## config.mk

```make
export PLATFORM = sky130hd
export DESIGN_NAME = logic_unit_nbit
export DESIGN_NICKNAME = d
export VERILOG_FILES = /design/src/rtl/logic_unit_nbit_pkg.sv /design/src/rtl/logic_op_comb.sv /design/src/rtl/logic_unit_nbit.sv
export SDC_FILE = /design/constraint.sdc
export NUM_CORES = 1
export LEC_CHECK = 0
export ABC_AREA = 1
export ABC_CLOCK_PERIOD_IN_PS = 1600
export BUFFER_PORTS_ARGS = -buffer_cell sky130_fd_sc_hd__buf_4
export CORE_MARGIN = 2
export CORE_UTILIZATION = 50
export CTS_CLUSTER_DIAMETER = 30
export DETAILED_ROUTE_END_ITERATION = 7
export PLACE_DENSITY_LB_ADDON = 0.12
export SYNTH_ARGS = -nofsm -noshare
export SYNTH_HDL_FRONTEND = slang
export SYNTH_HIERARCHICAL = 1
export SYNTH_SLANG_ARGS = --single-unit
```

## constraint.sdc

```tcl
create_clock -name clk -period 1.6 [get_ports clk]
set_clock_uncertainty 0.05 [all_clocks]
set_input_delay 0.16 -clock clk [delete_from_list [all_inputs] [get_ports clk]]
set_output_delay 0.16 -clock clk [all_outputs]
set_load 0.05 [all_outputs]
```

## src/rtl/logic_unit_nbit_pkg.sv

```systemverilog
// Opcodes and helpers for the bitwise logic unit. The ALU opcode decoder
// imports the same package so both sides agree on the encoding.
package logic_unit_nbit_pkg;

  localparam int LU_OP_W = 3;

  typedef enum logic [LU_OP_W-1:0] {
    LU_AND  = 3'b000,
    LU_OR   = 3'b001,
    LU_XOR  = 3'b010,
    LU_XNOR = 3'b011,
    LU_NAND = 3'b100,
    LU_NOR  = 3'b101,
    LU_NOT  = 3'b110,
    LU_XACC = 3'b111
  } lu_op_e;

  // Without an accumulator, the accumulate opcode degrades to a plain XOR.
  function automatic lu_op_e lu_eff_op(input logic [LU_OP_W-1:0] op, input bit acc_en);
    lu_op_e e;
    e = lu_op_e'(op);
    if (!acc_en && e == LU_XACC) begin
      e = LU_XOR;
    end
    return e;
  endfunction

endpackage

```

## src/rtl/logic_op_comb.sv

```systemverilog
// Purely combinational bitwise operation slice: (op, A, B, acc_op) -> result.
// Shared with the ALU's unregistered path, so it must stay free of state.
module logic_op_comb
  import logic_unit_nbit_pkg::*;
#(
  parameter int WIDTH = 8
) (
  input  lu_op_e           op,
  input  logic [WIDTH-1:0] A,
  input  logic [WIDTH-1:0] B,
  input  logic [WIDTH-1:0] acc_op,
  output logic [WIDTH-1:0] result
);

  // Every op is bitwise, so each result bit depends only on its own column.
  for (genvar gi = 0; gi < WIDTH; gi++) begin : g_bit
    logic w_bit;

    always_comb begin
      w_bit = 1'b0;
      unique case (op)
        LU_AND:  w_bit = A[gi] & B[gi];
        LU_OR:   w_bit = A[gi] | B[gi];
        LU_XOR:  w_bit = A[gi] ^ B[gi];
        LU_XNOR: w_bit = ~(A[gi] ^ B[gi]);
        LU_NAND: w_bit = ~(A[gi] & B[gi]);
        LU_NOR:  w_bit = ~(A[gi] | B[gi]);
        LU_NOT:  w_bit = ~A[gi];
        LU_XACC: w_bit = A[gi] ^ acc_op[gi];
        default: w_bit = 1'b0;
      endcase
    end

    assign result[gi] = w_bit;
  end

endmodule

```

## src/rtl/logic_unit_nbit.sv

```systemverilog
// Registered N-bit bitwise logic unit with valid/ready handshake on both
// sides and a running XOR accumulator for checksum/parity work.
module logic_unit_nbit
  import logic_unit_nbit_pkg::*;
#(
  parameter int WIDTH  = 8,
  parameter bit ACC_EN = 1'b1
) (
  input  logic               clk,
  input  logic               rst,
  input  logic               in_valid,
  output logic               in_ready,
  input  logic [LU_OP_W-1:0] op,
  input  logic               acc_clr,
  input  logic [WIDTH-1:0]   A,
  input  logic [WIDTH-1:0]   B,
  output logic               out_valid,
  input  logic               out_ready,
  output logic [WIDTH-1:0]   Y,
  output logic               zero,
  output logic               parity,
  output logic [WIDTH-1:0]   acc
);

  logic             r_out_valid;
  logic [WIDTH-1:0] r_y;
  logic             r_zero;
  logic             r_parity;

  logic             w_accept;
  lu_op_e           w_op;
  logic [WIDTH-1:0] w_acc_op;
  logic [WIDTH-1:0] w_result;

  // No skid buffer: a new beat enters only when the output slot frees up.
  assign in_ready = !r_out_valid || out_ready;
  assign w_accept = in_valid && in_ready;
  assign w_op     = lu_eff_op(op, ACC_EN);

  logic_op_comb #(
    .WIDTH (WIDTH)
  ) u_op (
    .op     (w_op),
    .A      (A),
    .B      (B),
    .acc_op (w_acc_op),
    .result (w_result)
  );

  always_ff @(posedge clk) begin
    if (rst) begin
      r_out_valid <= 1'b0;
      r_y         <= '0;
      r_zero      <= 1'b1;
      r_parity    <= 1'b0;
    end else if (w_accept) begin
      r_out_valid <= 1'b1;
      r_y         <= w_result;
      r_zero      <= (w_result == '0);
      r_parity    <= ^w_result;
    end else if (r_out_valid && out_ready) begin
      r_out_valid <= 1'b0;
    end
  end

  if (ACC_EN) begin : g_acc
    logic [WIDTH-1:0] r_acc;

    assign w_acc_op = acc_clr ? '0 : r_acc;

    // The accumulate op leaves acc equal to the new Y; acc_clr on any
    // other op simply zeroes it.
    always_ff @(posedge clk) begin
      if (rst) begin
        r_acc <= '0;
      end else if (w_accept) begin
        if (w_op == LU_XACC) begin
          r_acc <= w_result;
        end else if (acc_clr) begin
          r_acc <= '0;
        end
      end
    end

    assign acc = r_acc;
  end else begin : g_no_acc
    logic w_unused_acc_clr;

    assign w_unused_acc_clr = acc_clr;
    assign w_acc_op         = '0;
    assign acc              = '0;
  end

  assign out_valid = r_out_valid;
  assign Y         = r_y;
  assign zero      = r_zero;
  assign parity    = r_parity;

endmodule

```

==> tab_implementation.tex, run 1 <==
\begin{tabular}{lr}
\hline
Metric & Value \\
\hline
\multicolumn{2}{l}{\textbf{Status}} \\
\quad Run status & finished, violations left \\
\quad Violations in the final reports & setup timing \\
\multicolumn{2}{l}{\textbf{Route}} \\
\quad Vias per std cell & 4.961 \\
\quad Vias post-DR & 2565 \\
\quad Number of remaining DRC errors & 0 \\
\quad DRT Pass-1 Iters & 4 \\
\quad Iter 0 DRT Violations & 182 \\
\quad Aggregate routed wire length & 6.202 mm \\
\quad Routed length per instance & 12.00 µm \\
\quad Routed Antenna Nets & 0 \\
\multicolumn{2}{l}{\textbf{Power}} \\
\quad Power spent charging and discharging nets & 800.0 µW \\
\quad Power Dens Cells & 617.7 nW/µm² \\
\quad Maximum VDD drop & 0.5488 mV \\
\quad Switching Share & 41.51\% \\
\quad Leakage power of the design & 1.705 nW \\
\quad Combinational group share of total power & 54.7\% \\
\quad Share of total power in sequential cells & 27.8\% \\
\quad Internal cell power & 1.127 mW \\
\quad Relative contribution of the clock network to total power & 17.5\% \\
\multicolumn{2}{l}{\textbf{Global route}} \\
\quad Number of global-route vias before repair & 2427 \\
\quad Total global routing overflow & 0 \\
\quad Pin count of the biggest net entering global routing & 23 \\
\quad First-pass GRT wire length & 10.19 mm \\
\quad Initial antenna violation count & 0 \\
\quad GRT Overall Usage & 25.22\% \\
\multicolumn{2}{l}{\textbf{Yosys}} \\
\quad Top cell type's share of synthesized area & 17.69\% \\
\quad Post-Synthesis Cells & 374 \\
\quad Warning count from the yosys run & 6 \\
\quad Sequential element share of the synthesized area & 17.69\% \\
\quad Post-Syn Area per Cell & 5.747 µm² \\
\quad Most area-hungry cell type in the Yosys netlist & sky130\_fd\_sc\_hd\_\_dfxtp\_1 \\
\quad Nets in the synthesized netlist & 418 \\
\quad Netlist area before placement & 2150 µm² \\
\quad Count of different cell masters after synthesis & 22 \\
\quad Top post-synthesis cells by area & sky130\_fd\_sc\_hd\_\_dfxtp\_1, sky130\_fd\_sc\_hd\_\_nand2\_1, sky130\_fd\_sc\_hd\_\_nor2\_1, sky130\_fd\_sc\_hd\_\_inv\_1, sky130\_fd\_sc\_hd\_\_ha\_1 \\
\quad Post-synthesis register bit count & 19 \\
\multicolumn{2}{l}{\textbf{Timing}} \\
\quad Number of hold violations in the final report & 0 \\
\quad Maximum clock frequency & 554.4 MHz \\
\quad Number of slew-limit violations in the final report & 0 \\
\quad Pin slew with the least headroom to its limit & 0.3779 ns \\
\quad Unrepaired setup endpoints after global routing & yes \\
\quad Fin crit period & 1.804 ns \\
\quad Post-route fraction of the period consumed by the critical path & 112.7\% \\
\quad Worst path setup slack after routing & -0.2039 ns \\
\quad Final sum of negative setup slack & -0.2039 ns \\
\quad Slew Limit Headroom & 74.75\% \\
\quad Final number of setup-violating endpoints & 1 \\
\multicolumn{2}{l}{\textbf{CTS}} \\
\quad TritonCTS clock tree & built \\
\quad Clock-pin slew of the registers on the worst-case setup and hold paths & 0.07 ns \\
\quad Clock root cell & sky130\_fd\_sc\_hd\_\_clkbuf\_8 \\
\quad Total number of clock tree sinks & 19 \\
\quad H-tree Lvls & 1 \\
\quad Maximum number of buffers from clock root to sink & 2 \\
\quad CTS Buf Count & 3 \\
\quad Latest clock arrival within the worst-skew pair & 0.25 ns \\
\multicolumn{2}{l}{\textbf{Finish}} \\
\quad Layout net count & 512 \\
\quad Inserted Diodes & 0 \\
\quad Proportion of layout cells with a drive suffix above 1 & 38.54\% \\
\quad Area grow syn2layout & 45.17\% \\
\quad Final instance count without filler cells & 517 \\
\multicolumn{2}{l}{\textbf{Floorplanning}} \\
\quad Count of pins on the block boundary & 44 \\
\quad Initial Util & 52.98\% \\
\quad Die Y-Extent & 69.57 µm \\
\quad CORE AREA & 4058 µm² \\
\quad Die X & 69.57 µm \\
\quad Die area & 4839 µm² \\
\quad Std-Cell Rows & 23 \\
\multicolumn{2}{l}{\textbf{Place}} \\
\quad Number of I/O port buffers & 43 \\
\quad Placer's final routability congestion estimate & 0.8908 \\
\quad Count of placed standard cells including taps & 507 \\
\quad Dpl hpwl & 4.716 mm \\
\multicolumn{2}{l}{\textbf{Worst setup path}} \\
\quad Critical path arrival & 1.91 ns \\
\quad Largest driver fanout on the critical path & 3 \\
\quad Kind of end point of the critical path & register \\
\quad Critical path launch point type & register \\
\quad Crit path kind & register to register \\
\quad Worst Reg-to-Reg Cells & 17 \\
\quad Required time reported for the critical path endpoint & 1.71 ns \\
\multicolumn{2}{l}{\textbf{Min path}} \\
\quad Hold Path Stages & 2 \\
\quad Class of the tightest hold or removal check & input port to register \\
\multicolumn{2}{l}{\textbf{Flow run}} \\
\quad Max-cap check violation count & 0 \\
\hline
\end{tabular}
## cell usage after synthesis
cell,instances
sky130_fd_sc_hd__nand2_1,88
sky130_fd_sc_hd__nor2_1,71
sky130_fd_sc_hd__inv_1,70
sky130_fd_sc_hd__nand3_1,24
sky130_fd_sc_hd__ha_1,20
sky130_fd_sc_hd__dfxtp_1,19
sky130_fd_sc_hd__nand4_1,18
sky130_fd_sc_hd__o21ai_1,15
sky130_fd_sc_hd__buf_4,12
sky130_fd_sc_hd__o21ai_0,9
sky130_fd_sc_hd__nor2_2,6
sky130_fd_sc_hd__inv_2,4
sky130_fd_sc_hd__buf_2,3
sky130_fd_sc_hd__buf_6,3
sky130_fd_sc_hd__nand2_2,3
sky130_fd_sc_hd__a21oi_1,2
sky130_fd_sc_hd__nand3_4,2
sky130_fd_sc_hd__a21oi_4,1
sky130_fd_sc_hd__clkbuf_4,1
sky130_fd_sc_hd__nand3_2,1
sky130_fd_sc_hd__nand3b_1,1
sky130_fd_sc_hd__nor3_2,1
## worst max-delay path, stage by stage, from the launching register on
cell and delay, ns:
sky130_fd_sc_hd__dfxtp_4 0.35, sky130_fd_sc_hd__inv_2 0.04, sky130_fd_sc_hd__nor2_4 0.11, sky130_fd_sc_hd__inv_2 0.04
sky130_fd_sc_hd__nand2_1 0.05, sky130_fd_sc_hd__nand2_1 0.05, sky130_fd_sc_hd__nor2_1 0.10, sky130_fd_sc_hd__nor2_1 0.06
sky130_fd_sc_hd__nand3_1 0.13, sky130_fd_sc_hd__inv_2 0.07, sky130_fd_sc_hd__ha_4 0.28, sky130_fd_sc_hd__inv_2 0.03
sky130_fd_sc_hd__nand2_1 0.05, sky130_fd_sc_hd__nand2_1 0.05, sky130_fd_sc_hd__nand2_1 0.06, sky130_fd_sc_hd__nand3_1 0.07
sky130_fd_sc_hd__nand2_1 0.07, sky130_fd_sc_hd__inv_1 0.03
## layout by cell type (no fill, tap or decap), types with 11 or more instances in the layout
cell                      synthesis  routed
sky130_fd_sc_hd__buf_4           12     106
sky130_fd_sc_hd__dfxtp_1         19      11
sky130_fd_sc_hd__ha_1            20      16
sky130_fd_sc_hd__inv_1           70      49
sky130_fd_sc_hd__inv_2            4      21
sky130_fd_sc_hd__nand2_1         88      87
sky130_fd_sc_hd__nand3_1         24      20
sky130_fd_sc_hd__nand4_1         18      18
sky130_fd_sc_hd__nor2_1          71      62
sky130_fd_sc_hd__o21ai_1         15      16
## metal layers
metal	wire, µm	GRT usage, %	vias to the layer above
met5	0	0	-
met4	170	6.318	0
met3	287	3.343	22
met2	3101	46.26	66
met1	2643	30.86	1141
li1	-	-	1336
## cell families (layout without fill, tap and decap cells)
group | Yosys count | count (layout) | synth area share, %
simple gates | 215 | 215 | 44.12
buf+inv | 93 | 186 | 19.73
flops | 19 | 19 | 17.69
compound gates | 27 | 27 | 6.810
fa+ha+maj | 20 | 20 | 11.64
## area by class of cell
| cell class | instances | area, µm² |
|---|---|---|
| multi-input combinational | 262 | 1486 |
| fill | 344 | 937.1 |
| timing repair buffer | 108 | 827.0 |
| sequential | 19 | 410.4 |
| inverter | 74 | 287.8 |
| tap | 50 | 62.56 |
| clock buffer | 3 | 41.29 |
| clock inverter | 1 | 5.005 |
## stage by stage
step	hold slack (ns)	util, %	instance area [µm²]	total power [mW]	setup WS, ns
after global placement	0.3116	72.74	2952	1.504	-0.2091
after CTS	0.04365	76.10	3088	1.911	-0.1362
final	0.04507	76.90	3120	1.927	-0.2039
after global routing	0.04084	76.90	3120	2.059	-0.4062
after detailed placement	0.3174	72.74	2952	1.529	-0.2402
after floorplan	0.1791	-	2257	1.206	-0.1716
## state kept, by name (all words and copies together), names as in the netlist
| name | flops |
|---|---|
| zero | 1 |
| acc | 8 |
| out_valid | 1 |
| Y | 8 |
| parity | 1 |
## power by group through the flow
| stage | Clock, mW | Combinational, mW | Sequential [mW] |
|---|---|---|---|
| after floorplan | 0 | 0.519 | 0.688 |
| after global placement | 0 | 0.960 | 0.544 |
| after detailed placement | 0 | 0.984 | 0.545 |
| after CTS | 0.344 | 1.03 | 0.535 |
| after global routing | 0.362 | 1.16 | 0.541 |
| final | 0.337 | 1.05 | 0.536 |
## what timing repair did
action	4_1_cts	5_1_grt
setup endpoints to repair	1	7
resized for setup	10	13
setup buffers	6	3
hold buffers	0	0
pin swaps	6	32
## final timing paths
check                            from                     end  slack [ns]
setup / recovery  acc[1]$_SDFFE_PP0P_     parity$_SDFFE_PP0P_       -0.20
hold / removal                    rst  out_valid$_SDFFE_PP0P_        0.05
setup reg to reg  acc[1]$_SDFFE_PP0P_     parity$_SDFFE_PP0P_       -0.20
hold reg to reg     Y[1]$_SDFFE_PP0P_       Y[1]$_SDFFE_PP0P_        0.42
Power figures use the tool's default switching activity.
==> run 2: changes to the inputs <==
--- a/config.mk
+++ b/config.mk
@@ -5,11 +5,10 @@
 export SDC_FILE = /design/constraint.sdc
 export NUM_CORES = 1
 export LEC_CHECK = 0
-export ABC_AREA = 1
 export ABC_CLOCK_PERIOD_IN_PS = 1600
 export BUFFER_PORTS_ARGS = -buffer_cell sky130_fd_sc_hd__buf_4
 export CORE_MARGIN = 2
-export CORE_UTILIZATION = 50
+export CORE_UTILIZATION = 49
 export CTS_CLUSTER_DIAMETER = 30
 export DETAILED_ROUTE_END_ITERATION = 7
 export PLACE_DENSITY_LB_ADDON = 0.12
==> run 2 against run 1 <==
Compared with the run above:
- the run still ends with setup timing left
- cell count down 29%
- utilization decreased by 3.4 points
- count of clock-buffer cells in the layout stayed put
- worst hold slack better by 0.17 ns
- largest power group unchanged
- highest routed layer unchanged
==> tab_implementation.tex, run 2 <==
\begin{tabular}{lr}
\hline
Metric & Value \\
\hline
\multicolumn{2}{l}{\textbf{Status}} \\
\quad Run status & finished, violations left \\
\quad Violations in the final reports & setup timing \\
\multicolumn{2}{l}{\textbf{Worst setup path}} \\
\quad Top cell family by delay on the critical path & compound AO/OA/AOI/OAI gates \\
\quad Critical path arrival & 2.16 ns (+0.25 ns) \\
\quad Most numerous cell on the critical path & sky130\_fd\_sc\_hd\_\_xnor2\_1 \\
\quad Bufs and invs on worst path & 1 (-4) \\
\quad Required time reported for the critical path endpoint & 1.73 ns (+0.02 ns) \\
\quad Kind of end point of the critical path & register \\
\quad Crit path max-delay cell type & sky130\_fd\_sc\_hd\_\_dfxtp\_4 \\
\quad Largest stage delay on the critical path & 0.34 ns (about the same) \\
\quad Chain of cells forming the critical path & nor2b\_1, nor2b\_1, xnor2\_1, a21oi\_1, o221ai\_2, inv\_2, ha\_4, xnor2\_1, xnor2\_1, a311oi\_2 \\
\quad Crit path kind & register to register \\
\quad Critical path launch point type & register \\
\quad Largest driver fanout on the critical path & 2 (-1) \\
\multicolumn{2}{l}{\textbf{Yosys}} \\
\quad Most numerous cell in the Yosys netlist & sky130\_fd\_sc\_hd\_\_inv\_1 \\
\quad Warning count from the yosys run & 6 (unchanged) \\
\quad Top post-synthesis cells by area & sky130\_fd\_sc\_hd\_\_dfxtp\_1, sky130\_fd\_sc\_hd\_\_ha\_1, sky130\_fd\_sc\_hd\_\_xnor2\_1, sky130\_fd\_sc\_hd\_\_inv\_1, sky130\_fd\_sc\_hd\_\_o21ai\_0 \\
\quad Netlist area before placement & 1948 µm² (-9.4\%) \\
\quad Most area-hungry cell type in the Yosys netlist & sky130\_fd\_sc\_hd\_\_dfxtp\_1 \\
\quad Most frequent cells after synthesis & sky130\_fd\_sc\_hd\_\_inv\_1, sky130\_fd\_sc\_hd\_\_ha\_1, sky130\_fd\_sc\_hd\_\_dfxtp\_1, sky130\_fd\_sc\_hd\_\_o21ai\_0, sky130\_fd\_sc\_hd\_\_a21oi\_1 \\
\quad Top cell type's share of synthesized area & 19.52\% (+1.8 points) \\
\quad Post-synthesis register bit count & 19 (unchanged) \\
\quad Number of enable-type register cells in the synthesized netlist & 0 (unchanged) \\
\quad Post-Synthesis Cells & 244 (-35\%) \\
\quad Sequential element share of the synthesized area & 19.52\% (+1.8 points) \\
\quad Primary FF master, synth & sky130\_fd\_sc\_hd\_\_dfxtp\_1 \\
\quad Post-Syn Area per Cell & 7.984 µm² (+39\%) \\
\quad Count of different cell masters after synthesis & 41 (+86\%) \\
\quad Asr flop ratio synth & 0\% (unchanged) \\
\quad Nets in the synthesized netlist & 288 (-31\%) \\
\multicolumn{2}{l}{\textbf{Route}} \\
\quad Routed length per instance & 12.82 µm (+6.9\%) \\
\quad WL met2 & 2.305 mm (-26\%) \\
\quad Number of remaining DRC errors & 0 (unchanged) \\
\quad Met3 WL post-DR & 227 µm (-21\%) \\
\quad Routed Antenna Nets & 0 (unchanged) \\
\quad Vias per std cell & 5.235 (+5.5\%) \\
\quad Iter 0 DRT Violations & 148 (-19\%) \\
\quad Aggregate routed wire length & 4.692 mm (-24\%) \\
\quad DRT Pass-1 Iters & 5 (+1) \\
\quad Post-route met1 wirelength & 2.115 mm (-20\%) \\
\quad Top Metal Used & met4 \\
\quad Vias post-DR & 1916 (-25\%) \\
\multicolumn{2}{l}{\textbf{Power}} \\
\quad Power Dens Cells & 632.1 nW/µm² (+2.3\%) \\
\quad Total chip power & 1.739 mW (-9.8\%) \\
\quad Maximum VDD drop & 0.4170 mV (-24\%) \\
\quad Leakage power of the design & 1.281 nW (-25\%) \\
\multicolumn{2}{l}{\textbf{CTS}} \\
\quad Hold Buf Count CTS & 0 (unchanged) \\
\quad Maximum number of buffers from clock root to sink & 2 (unchanged) \\
\quad Latest clock arrival within the worst-skew pair & 0.26 ns (about the same) \\
\quad Total number of clock tree sinks & 19 (unchanged) \\
\quad CTS Buf Count & 3 (unchanged) \\
\quad TritonCTS clock tree & built \\
\quad Clock-pin slew of the registers on the worst-case setup and hold paths & 0.07 ns (about the same) \\
\quad H-tree Lvls & 1 (unchanged) \\
\quad Clock root cell & sky130\_fd\_sc\_hd\_\_clkbuf\_8 \\
\multicolumn{2}{l}{\textbf{Global route}} \\
\quad First-pass GRT wire length & 7.741 mm (-24\%) \\
\quad GRT Overall Usage & 22.48\% (-2.7 points) \\
\quad Number of global-route vias before repair & 1758 (-28\%) \\
\quad Total global routing overflow & 0 (unchanged) \\
\quad Pin count of the biggest net entering global routing & 28 (+22\%) \\
\quad Initial antenna violation count & 0 (unchanged) \\
\multicolumn{2}{l}{\textbf{Timing}} \\
\quad Final number of setup-violating endpoints & 5 (+4) \\
\quad Worst path setup slack after routing & -0.4301 ns (-0.2262 ns) \\
\quad Fin crit period & 2.030 ns (+0.2262 ns) \\
\quad Maximum clock frequency & 492.6 MHz (-11\%) \\
\quad Number of slew-limit violations in the final report & 0 (unchanged) \\
\quad Pin slew with the least headroom to its limit & 0.3253 ns (-0.05256 ns) \\
\quad Number of hold violations in the final report & 0 (unchanged) \\
\quad Post-route fraction of the period consumed by the critical path & 126.9\% (+14 points) \\
\quad Unrepaired setup endpoints after global routing & yes \\
\quad Slew Limit Headroom & 78.27\% (+3.5 points) \\
\multicolumn{2}{l}{\textbf{Floorplanning}} \\
\quad Initial Util & 52.04\% (-0.94 points) \\
\quad Die Y-Extent & 67.06 µm (-3.6\%) \\
\quad Die area & 4496 µm² (-7.1\%) \\
\quad Std-Cell Rows & 22 (-4.3\%) \\
\quad Count of pins on the block boundary & 44 (unchanged) \\
\quad Die X & 67.06 µm (-3.6\%) \\
\quad CORE AREA & 3744 µm² (-7.7\%) \\
\multicolumn{2}{l}{\textbf{Place}} \\
\quad Placer's final routability congestion estimate & 0.7973 (-10\%) \\
\quad Dpl hpwl & 3.319 mm (-30\%) \\
\quad Number of I/O port buffers & 43 (unchanged) \\
\quad Cell area reported after detailed placement & 2549 µm² (-14\%) \\
\quad Dpl ws & -0.5782 ns (-0.3380 ns) \\
\multicolumn{2}{l}{\textbf{Finish}} \\
\quad Commonest cells after routing, fill and taps aside & sky130\_fd\_sc\_hd\_\_buf\_4, sky130\_fd\_sc\_hd\_\_inv\_1, sky130\_fd\_sc\_hd\_\_o21ai\_0 \\
\quad Proportion of layout cells with a drive suffix above 1 & 43.71\% (+5.2 points) \\
\quad Inserted Diodes & 0 (unchanged) \\
\quad Most common cell after layout, fill and taps aside & sky130\_fd\_sc\_hd\_\_buf\_4 \\
\quad Area grow syn2layout & 41.23\% \\
\quad Layout net count & 363 (-29\%) \\
\quad Area of all placed cells without fillers & 2751 µm² (-12\%) \\
\multicolumn{2}{l}{\textbf{Min path}} \\
\quad Class of the tightest hold or removal check & input port to register \\
\multicolumn{2}{l}{\textbf{Flow run}} \\
\quad Max-cap check violation count & 0 (unchanged) \\
\hline
\end{tabular}
-- run 2: cell count changes after synthesis, sizes merged, moves of 9 or more --
cell	before	now
nand2b	0	16
a21oi	3	19
nor2b	0	10
o32ai	0	9
nand4	18	1
nor2	77	9
nand2	91	11
xnor2	0	16
nand3	27	9
inv	74	28
-- run 2: final timing paths --
| kind | start | end | slack, ns | cells after the start |
|---|---|---|---|---|
| min | in_valid | Y[5]$_SDFFE_PP0P_ | 0.22 | 3 |
| min reg2reg | zero$_SDFFE_PP1P_ | zero$_SDFFE_PP1P_ | 0.42 | 1 |
| max | acc[0]$_SDFFE_PP0P_ | parity$_SDFFE_PP0P_ | -0.43 | 10 |
| max reg2reg | acc[0]$_SDFFE_PP0P_ | parity$_SDFFE_PP0P_ | -0.43 | 10 |
-- run 2: cell families after synthesis --
family / Yosys count / share of synthesized area, %
DFF: 19 / 19.52
AOI/OAI and AO/OA: 68 / 23.19
and+or+nand+nor: 65 / 19.40
xor gates and xnor gates: 19 / 8.542
adders and majority gates: 20 / 12.85
buffers and inverters: 51 / 15.48
muxes: 2 / 1.028
-- run 2: metrics by stage --
stage	hold WS [ns]	utilization [%]	std cells	setup TNS, ns
global placement	0.4123	68.08	355	-1.455
floorplan	0.2781	-	244	-0.7457
global route	0.2215	73.50	366	-1.604
detailed placement	0.4084	68.08	355	-1.671
finish	0.2186	73.50	366	-1.075
CTS	0.1944	72.76	366	-0.8760
-- run 2: tightest hold or removal path: stages --
cell and delay, ns:
sky130_fd_sc_hd__buf_4 0.18, sky130_fd_sc_hd__nand3_2 0.09, sky130_fd_sc_hd__a21oi_2 0.04
-- run 2: layer usage --
layer | global-route usage, % | vias up
met5 | 0 | -
met4 | 3.061 | 0
met3 | 3.547 | 4
met2 | 39.60 | 50
met1 | 29.21 | 889
li1 | - | 973
-- run 2: report_power, final --
group | total, mW | internal [mW] | leakage [nW] | switching, mW
Sequential | 0.517 | 0.499 | 0.160 | 0.0179
Clock | 0.337 | 0.173 | 0.0255 | 0.163
Combinational | 0.885 | 0.431 | 1.09 | 0.455
Total | 1.74 | 1.10 | 1.28 | 0.636
-- run 2: layout make-up --
class / count / area (µm²)
inverter: 29 / 121.4
timing repair buffer: 92 / 710.7
fill: 291 / 992.2
multi-input combinational: 174 / 1415
tap: 48 / 60.06
clock inverter: 1 / 5.005
sequential: 19 / 397.9
clock buffer: 3 / 41.29
-- run 2: what timing repair did --
| action | in CTS | in global routing |
|---|---|---|
| pin swaps | 14 | 9 |
| resized for setup | 14 | 8 |
| setup endpoints to repair | 5 | 9 |
| buffers inserted | 10 | 3 |
| hold endpoints to repair | 0 | 0 |
